**config.mk**
```make
export PLATFORM = sky130hd
export DESIGN_NAME = spi_flash_responder
export DESIGN_NICKNAME = d
export VERILOG_FILES = /design/src/rtl/luks_spi_pkg.sv /design/src/rtl/spi_slave_sync.sv /design/src/rtl/spi_flash_responder.sv
export SDC_FILE = /design/constraint.sdc
export NUM_CORES = 1
export LEC_CHECK = 0
export BUFFER_PORTS_ARGS = -buffer_cell sky130_fd_sc_hd__buf_2
export CORE_MARGIN = 2
export CORE_UTILIZATION = 55
export DETAILED_ROUTE_END_ITERATION = 8
export PLACE_DENSITY = 0.75
export SETUP_SLACK_MARGIN = 0.15
export SLEW_MARGIN = 15
export SYNTH_ARGS = -nofsm -noshare
export SYNTH_HDL_FRONTEND = slang
export SYNTH_SLANG_ARGS = --single-unit
```
**constraint.sdc**
```tcl
create_clock -name clk -period 5.8 [get_ports clk]
set_clock_uncertainty 0.1 [all_clocks]
set_input_delay 1.16 -clock clk [delete_from_list [all_inputs] [get_ports clk]]
set_output_delay 1.16 -clock clk [all_outputs]
set_load 0.01 [all_outputs]
```
**src/rtl/luks_spi_pkg.sv**
```systemverilog
// Shared types and constants for the SPI responder/emulator blocks.
package luks_spi_pkg;

    typedef enum logic [2:0] {
        IDLE   = 3'd0,
        CMD    = 3'd1,
        ADDR   = 3'd2,
        DATA   = 3'd3,
        IGNORE = 3'd4
    } flash_resp_state_t;

    localparam logic [7:0] FLASH_CMD_READ = 8'h03;
    localparam int         CMD_BITS       = 8;
    localparam int         ADDR_BITS      = 24;

    // Next sequential byte address; the 24-bit add wraps 0xFFFFFF to 0x000000.
    function automatic logic [ADDR_BITS-1:0] addr_next(input logic [ADDR_BITS-1:0] addr);
        return addr + 24'd1;
    endfunction

endpackage

```
**src/rtl/spi_slave_sync.sv**
```systemverilog
// Synchronizes the SPI slave inputs into clk and derives sclk edge strobes.
// All outputs are registered and mutually aligned, so csb_s/mosi_s describe
// the same sample point as sclk_rise/sclk_fall.
module spi_slave_sync #(
    parameter int SYNC_STAGES = 2
) (
    input  logic clk,
    input  logic rstn,
    input  logic sclk,
    input  logic csb,
    input  logic mosi,
    output logic sclk_rise,
    output logic sclk_fall,
    output logic csb_s,
    output logic mosi_s
);

    logic [SYNC_STAGES-1:0] sclk_sync_r;
    logic [SYNC_STAGES-1:0] csb_sync_r;
    logic [SYNC_STAGES-1:0] mosi_sync_r;
    logic                   sclk_prev_r;
    logic                   rise_r;
    logic                   fall_r;
    logic                   csb_r;
    logic                   mosi_r;

    // Metastability chains; csb idles deasserted (high) out of reset.
    always_ff @(posedge clk or negedge rstn) begin
        if (!rstn) begin
            sclk_sync_r <= {SYNC_STAGES{1'b0}};
            csb_sync_r  <= {SYNC_STAGES{1'b1}};
            mosi_sync_r <= {SYNC_STAGES{1'b0}};
        end else begin
            sclk_sync_r[0] <= sclk;
            csb_sync_r[0]  <= csb;
            mosi_sync_r[0] <= mosi;
            for (int i = 1; i < SYNC_STAGES; i++) begin
                sclk_sync_r[i] <= sclk_sync_r[i-1];
                csb_sync_r[i]  <= csb_sync_r[i-1];
                mosi_sync_r[i] <= mosi_sync_r[i-1];
            end
        end
    end

    // Edge detect on synchronized sclk plus matching delay on csb and mosi.
    always_ff @(posedge clk or negedge rstn) begin
        if (!rstn) begin
            sclk_prev_r <= 1'b0;
            rise_r      <= 1'b0;
            fall_r      <= 1'b0;
            csb_r       <= 1'b1;
            mosi_r      <= 1'b0;
        end else begin
            sclk_prev_r <= sclk_sync_r[SYNC_STAGES-1];
            rise_r      <= sclk_sync_r[SYNC_STAGES-1] & ~sclk_prev_r;
            fall_r      <= ~sclk_sync_r[SYNC_STAGES-1] & sclk_prev_r;
            csb_r       <= csb_sync_r[SYNC_STAGES-1];
            mosi_r      <= mosi_sync_r[SYNC_STAGES-1];
        end
    end

    assign sclk_rise = rise_r;
    assign sclk_fall = fall_r;
    assign csb_s     = csb_r;
    assign mosi_s    = mosi_r;

endmodule

```
**src/rtl/spi_flash_responder.sv**
```systemverilog
// Read-only serial flash emulator: answers mode-0 READ (0x03) frames from a
// byte-wide memory port with one-byte prefetch at each byte boundary.
module spi_flash_responder
    import luks_spi_pkg::*;
#(
    parameter int SYNC_STAGES = 2
) (
    input  logic        clk,
    input  logic        rstn,
    input  logic        sclk,
    input  logic        csb,
    input  logic        mosi,
    output logic        miso,
    output logic        mem_rd,
    output logic [23:0] mem_addr,
    input  logic [7:0]  mem_data,
    output logic        busy,
    output logic        bad_cmd
);

    localparam logic [4:0] CMD_LAST  = 5'(CMD_BITS - 1);
    localparam logic [4:0] ADDR_LAST = 5'(ADDR_BITS - 1);

    logic sclk_rise_s;
    logic sclk_fall_s;
    logic csb_s;
    logic mosi_s;

    flash_resp_state_t state_r, state_n;
    logic [4:0]  bit_cnt_r, bit_cnt_n;
    logic [23:0] shift_r, shift_n;
    logic [7:0]  tx_r, tx_n;
    logic        miso_r, miso_n;
    logic        mem_rd_r, mem_rd_n;
    logic [23:0] mem_addr_r, mem_addr_n;
    logic        bad_cmd_r, bad_cmd_n;
    logic        busy_r;
    logic        load_r, load_n;
    logic [23:0] rx_word_s;

    spi_slave_sync #(
        .SYNC_STAGES (SYNC_STAGES)
    ) u_sync (
        .clk       (clk),
        .rstn      (rstn),
        .sclk      (sclk),
        .csb       (csb),
        .mosi      (mosi),
        .sclk_rise (sclk_rise_s),
        .sclk_fall (sclk_fall_s),
        .csb_s     (csb_s),
        .mosi_s    (mosi_s)
    );

    // Receive shift value including the bit sampled on this rise.
    assign rx_word_s = {shift_r[22:0], mosi_s};

    // Next-state and datapath update; csb high overrides everything.
    always_comb begin
        state_n    = state_r;
        bit_cnt_n  = bit_cnt_r;
        shift_n    = shift_r;
        tx_n       = tx_r;
        miso_n     = miso_r;
        mem_rd_n   = 1'b0;
        mem_addr_n = mem_addr_r;
        bad_cmd_n  = 1'b0;
        load_n     = 1'b0;

        if (csb_s) begin
            // Frame ended: drop partial bits and any in-flight prefetch.
            state_n   = IDLE;
            bit_cnt_n = 5'd0;
            shift_n   = 24'd0;
            tx_n      = 8'd0;
            miso_n    = 1'b0;
        end else begin
            // Read data returns the cycle after mem_rd; capture it then.
            load_n = mem_rd_r;
            if (load_r) begin
                tx_n = mem_data;
            end else begin
                tx_n = tx_r;
            end

            case (state_r)
                IDLE: begin
                    state_n   = CMD;
                    bit_cnt_n = 5'd0;
                    shift_n   = 24'd0;
                    miso_n    = 1'b0;
                end
                CMD: begin
                    miso_n = 1'b0;
                    if (sclk_rise_s) begin
                        shift_n = rx_word_s;
                        if (bit_cnt_r == CMD_LAST) begin
                            bit_cnt_n = 5'd0;
                            if (rx_word_s[7:0] == FLASH_CMD_READ) begin
                                state_n = ADDR;
                            end else begin
                                state_n   = IGNORE;
                                bad_cmd_n = 1'b1;
                            end
                        end else begin
                            bit_cnt_n = bit_cnt_r + 5'd1;
                        end
                    end else begin
                        shift_n = shift_r;
                    end
                end
                ADDR: begin
                    miso_n = 1'b0;
                    if (sclk_rise_s) begin
                        shift_n = rx_word_s;
                        if (bit_cnt_r == ADDR_LAST) begin
                            bit_cnt_n  = 5'd0;
                            state_n    = DATA;
                            mem_rd_n   = 1'b1;
                            mem_addr_n = rx_word_s;
                        end else begin
                            bit_cnt_n = bit_cnt_r + 5'd1;
                        end
                    end else begin
                        shift_n = shift_r;
                    end
                end
                DATA: begin
                    if (sclk_rise_s) begin
                        // Last bit of a byte sampled: fetch the following byte.
                        if (bit_cnt_r[2:0] == 3'd7) begin
                            bit_cnt_n  = 5'd0;
                            mem_rd_n   = 1'b1;
                            mem_addr_n = addr_next(mem_addr_r);
                        end else begin
                            bit_cnt_n = bit_cnt_r + 5'd1;
                        end
                    end else if (sclk_fall_s) begin
                        miso_n = tx_r[7];
                        tx_n   = {tx_r[6:0], 1'b0};
                    end else begin
                        miso_n = miso_r;
                    end
                end
                IGNORE: begin
                    miso_n = 1'b0;
                end
                default: begin
                    state_n   = IDLE;
                    bit_cnt_n = 5'd0;
                    miso_n    = 1'b0;
                end
            endcase
        end
    end

    // State, counters, shift registers and registered outputs.
    always_ff @(posedge clk or negedge rstn) begin
        if (!rstn) begin
            state_r    <= IDLE;
            bit_cnt_r  <= 5'd0;
            shift_r    <= 24'd0;
            tx_r       <= 8'd0;
            miso_r     <= 1'b0;
            mem_rd_r   <= 1'b0;
            mem_addr_r <= 24'd0;
            bad_cmd_r  <= 1'b0;
            busy_r     <= 1'b0;
            load_r     <= 1'b0;
        end else begin
            state_r    <= state_n;
            bit_cnt_r  <= bit_cnt_n;
            shift_r    <= shift_n;
            tx_r       <= tx_n;
            miso_r     <= miso_n;
            mem_rd_r   <= mem_rd_n;
            mem_addr_r <= mem_addr_n;
            bad_cmd_r  <= bad_cmd_n;
            busy_r     <= ~csb_s;
            load_r     <= load_n;
        end
    end

    assign miso     = miso_r;
    assign mem_rd   = mem_rd_r;
    assign mem_addr = mem_addr_r;
    assign busy     = busy_r;
    assign bad_cmd  = bad_cmd_r;

endmodule

```
After elaboration in Yosys (flattened, before gate mapping)
Cells that the tools add are included.
- bits in registers: 79
- bits of input ports: 13
- output and inout port bits: 28
- $add $sub $neg: 2
- eq/ne operators: 22
- muxes and demuxes: 44
- bitwise gates (word level): 5
- reduce and logical (&&, ||, !) cells: 10
- operators by type and width (operator ; count):
    2-to-1 mux 24 bit ; 4
    one-hot mux 24 bit (2 select lines) ; 1
    2-to-1 mux 23 bit ; 2
    one-hot mux 23 bit (2 select lines) ; 1
    2-to-1 mux 8 bit ; 5
    2-to-1 mux 5 bit ; 7
    adder 24 x 1 -> 24 bit (second input constant) ; 1
    one-hot mux 5 bit (4 select lines) ; 1
    2-to-1 mux 3 bit ; 6
    2-to-1 mux 1 bit ; 15
    != test 3 x 1 -> 1 bit (second input constant) ; 5
    one-hot mux 3 bit (4 select lines) ; 1
    equality test 8 x 2 -> 1 bit (second input constant) ; 1
    != test 2 x 1 -> 1 bit (second input constant) ; 4
    equality test 3 x 2 -> 1 bit (second input constant) ; 2
    equality test 3 bit (second input constant) ; 2
    != test 3 x 2 -> 1 bit (second input constant) ; 2
    AND reduction 6 bit ; 1
    adder 5 x 1 -> 5 bit (second input constant) ; 1
    equality test 5 x 3 -> 1 bit (second input constant) ; 1
    equality test 5 bit (second input constant) ; 1
    AND reduction 5 bit ; 1
    != test 2 bit (second input constant) ; 2
    AND reduction 2 bit ; 2
    other kinds (10) ; 14

Depth between registers and ports, before layout
- depth in word-level cells: 6
- gate-level depth with buffers: 9
- mapped depth without buffers: 8

Hierarchy
Synthesis repeated with hierarchy kept, for this count alone.
- cells, all modules: 361
- area total of the unflattened synthesis: 3763.6 um^2
- by module, submodules not included (module ; times used ; cells each ; area each (um^2) ; seq. area each (um^2)):
    spi_flash_responder ; 1 ; 348 ; 3469.6 ; 1701.6
    spi_slave_sync ; 1 ; 13 ; 294.0 ; 279.0

Worst setup path after synthesis
No wires, ideal clock.
- path kind: reg-to-reg
- start: reg bit_cnt_r[0]
- end: reg mem_addr_r[0] (netlist: mem_addr[0])
- data arrival time: 1769 ps
- required time: 5552 ps
- slack: 3782 ps
- stages on the path, launching flop included: 10
- buffers on the path: 1
- period minus slack after synthesis: 2018 ps
- cell sequence: dfrtp_1 ha_1 ha_1 nand2b_1 and4_1 o21ai_2 inv_2 buf_2 nand3_1 o311ai_0
- longest elaborated chain between the ends: 3
- elaborated cells between the ends (all ways): 5
- RTL lines (element ; RTL line ; text):
    start, declared ; spi_flash_responder.sv:30 ; logic [4:0] bit_cnt_r, bit_cnt_n;
    start signal, assigned ; spi_flash_responder.sv:172 ; bit_cnt_r <= bit_cnt_n;
    equality test 5 bit or equality test 3 bit (tied branches) ; spi_flash_responder.sv:116, spi_flash_responder.sv:131 ;
    != test 2 bit (no line) ; - ;
    AND reduction 6 bit (no line) (*) ; - ;
    end signal, assigned ; spi_flash_responder.sv:177 ; mem_addr_r <= mem_addr_n;
    end, declared ; spi_flash_responder.sv:35 ; logic [23:0] mem_addr_r, mem_addr_n;
Mark *: on every way between the ends. The rest lies on a longest branch, timed or not.
A chain may end at the register's enable or synchronous reset.

Worst setup path in the final report
- start: reg bit_cnt_r[0]
- end: reg mem_addr_r[3] (netlist: mem_addr[3])
Same word-level chain as after synthesis.

==> flow_metrics.tcl <==
set metrics [dict create \
    nets 448 \
    cts-root-buf "clkbuf_8" \
    start_util_pct 56.2 \
    fmax_ghz 0.394 \
    worst_pin_slew_ns 0.991 \
    startpoint "bit_cnt_r[0]$_DFFE_PN0P_" \
    mostFrequentLayoutCell "dfrtp_1" \
    clk_latency_ns 0.36 \
    hold_depth 0 \
    worstPathMaxFanout 26 \
    ant_nets 0 \
    syn-cell-area_sq_mm 0.00380 \
    powerDensity_mw_per_mm2 243 \
    holdBufCountCts 0 \
    crit_required_ns 5.95 \
    htreeDepth 3 \
    reg2reg_slack_ns 3.26 \
    grt_pass1_vias 2860 \
    leakagePower_uw 0.00189 \
    drcViolationCount 0 \
    path_class "reg -> reg" \
    dp_hpwl_mm 5.52 \
    final-setup-viol-count 0 \
    numCtsBuffers 9 \
    cts_resized 0 \
    die_h_um 87.1 \
    grt_pass1_wl_mm 14.0 \
    clockBufferDepth 2 \
    hold_end "u_sync.mosi_s$_DFF_PN0_" \
    grt_overflow_total 0 \
    period_needed_ns 2.54 \
    total_power_uw 1030 \
    grt.total_usage_pct 23.9 \
    chipWidth_um 87.1 \
    mostFrequentLayoutCells "dfrtp_1, o21ai_0, nand3_1, buf_2, inv_1" \
    antenna_cells 0 \
    worst_ep_arrival_time_ns 2.69 \
    fin_crit_sh_pct 43.8 \
    antenna_found_initial 0 \
    syn_avg_cell_area_sq_um 9.48 \
    synth_seq_cells 79 \
    syn_inst 401 \
    end_kind "register" \
    ir_drop_uv 122 \
    first_pass_iters 4 \
    finalMaxSlewViolations 0 \
    clock_sinks 79 \
    area_growth_pct 11.5 \
    cts_setup_buffers 0 \
    rows 30 \
    ys_seq_area_share_pct 52.1 \
    finalWirelength_mm 8.37 \
    vias_per_cell 6.09 \
    drt-wirelength-per-cell_um 16.2 \
    grt_max_degree 80 \
    ys_warn_count 0 \
    critPathLaunchType "register" \
    pin_count 41 \
    rr_worst_depth 7 \
    finalHoldViolCount 0 \
    die_area_sq_mm 0.00759 \
    syn_nets 417 \
    core_area_sq_mm 0.00676 \
    yosys.area.top_type "dfrtp_1" \
    timing.rr.end "mem_addr[3]$_DFFE_PN0P_" \
    io_buffers 40 \
    drive_above_1_share_pct 16.7 \
    min_from "u_sync.mosi_sync_r[1]$_DFF_PN0_" \
    synth_top_area_share_pct 50.0 \
    status "finished, final reports clean" \
    cts_tree "done" \
    drt_iter0_drc 178 \
    path_clk_slew_ns 0.08 \
    slew_headroom_pct 33.9 \
    worstReg2RegStart "bit_cnt_r[0]$_DFFE_PN0P_" \
    async_flop_share_pct 100 \
    synth_edf_count 0 \
    fin_setup_tns_ns 0 \
    vias 3148 \
    maxCapViolations 0 \
    yosys-top-cells-area "dfrtp_1, o21ai_0, nand3_1" \
    holdCritPathClass "reg -> reg" \
    gp_congestion 0.903 \
    ys_types 55 \
    ys.flop_type "dfrtp_1" \
    rsz0062_at_grt "false" \
]
report_power, final:
part | leakage [uW] | internal (uW) | switching [uW]
Combinational | 0.000710 | 11.2 | 29.7
Clock | 0.000105 | 221 | 202
Sequential | 0.00107 | 558 | 7.70
Total | 0.00189 | 790 | 239
cell usage after synthesis (3+ instances only):
master / instances
o22ai_1: 10
nand4_1: 9
inv_1: 29
nor2_1: 21
nand3_1: 39
nor3_1: 8
nor2b_1: 4
a22oi_1: 3
o21ai_0: 45
nand2_1: 26
nand2b_1: 4
and3_1: 3
buf_2: 9
mux2i_1: 9
clkbuf_1: 11
nor4_1: 4
a2bb2oi_1: 8
ha_1: 3
dfrtp_1: 76
dfstp_2: 3
buf_1: 3
a21oi_1: 27
a211oi_1: 8
per-stage QoR:
step,area (sq um),setup slack [ns],instances,hold WS [ns],utilization [%]
5_1_grt,4240,3.05,517,0.261,62.7
6_report,4240,3.26,517,0.255,62.7
3_5_place_dp,4030,3.26,501,0.237,59.6
2_1_floorplan,3800,3.78,401,0.231,-
4_1_cts,4240,3.26,517,0.254,62.7
3_3_place_gp,4030,3.37,501,0.236,59.6
sequential cells by signal, summed over array words and instances, names as in the netlist:
signal and cells:
tx_r 8, busy 1, u_sync.mosi_sync_r 2, u_sync.sclk_sync_r 2, bad_cmd 1, u_sync.sclk_rise 1
mem_rd 1, u_sync.csb_sync_r 2, state_r 3, u_sync.sclk_fall 1, u_sync.csb_s 1, u_sync.mosi_s 1
miso 1, bit_cnt_r 5, mem_addr 24, load_r 1, shift_r 23, u_sync.sclk_prev_r 1
worst max path at each step:
stage	slack, ns	end
floorplan	3.78	mem_addr[0]$_DFFE_PN0P_
global placement	3.37	mem_addr[3]$_DFFE_PN0P_
detailed placement	3.26	mem_addr[3]$_DFFE_PN0P_
CTS	3.26	mem_addr[3]$_DFFE_PN0P_
global route	3.05	mem_addr[0]$_DFFE_PN0P_
finish	3.26	mem_addr[3]$_DFFE_PN0P_
cell families after synthesis:
| group | Yosys count | share of synthesized area [%] |
|---|---|---|
| simple gates | 133 | 18.5 |
| compound gates | 122 | 19.9 |
| flops | 79 | 52.1 |
| buf+inv | 53 | 5.53 |
| mux | 10 | 2.67 |
| fa+ha+maj | 4 | 1.25 |
cell type report:
| cell class | count | area, sq um |
|---|---|---|
| clock buffer | 11 | 151 |
| clock inverter | 5 | 56.3 |
| fill | 589 | 2520 |
| inverter | 30 | 113 |
| multi-input combinational | 269 | 1610 |
| sequential | 79 | 1980 |
| tap | 80 | 100 |
| timing repair buffer | 43 | 225 |
per-layer routing:
metal / global-route usage, % / vias to the layer above / share of wire (%) / routed length [um]
met5: 0 / - / 0 / 0
met4: 10.2 / 0 / 1.9 / 158
met3: 4.27 / 16 / 5.5 / 458
met2: 34.8 / 97 / 45 / 3790
met1: 35.4 / 1521 / 47 / 3960
li1: - / 1514 / - / -
worst max-delay path: stages, from the launching register on:
cell      delay (ns)
dfrtp_1         0.42
ha_1            0.25
ha_1            0.21
nand2b_1        0.16
and4_1          0.26
o21ai_2         0.28
inv_2           0.38
o221a_2         0.37
(Power assumes the default switching activity.)
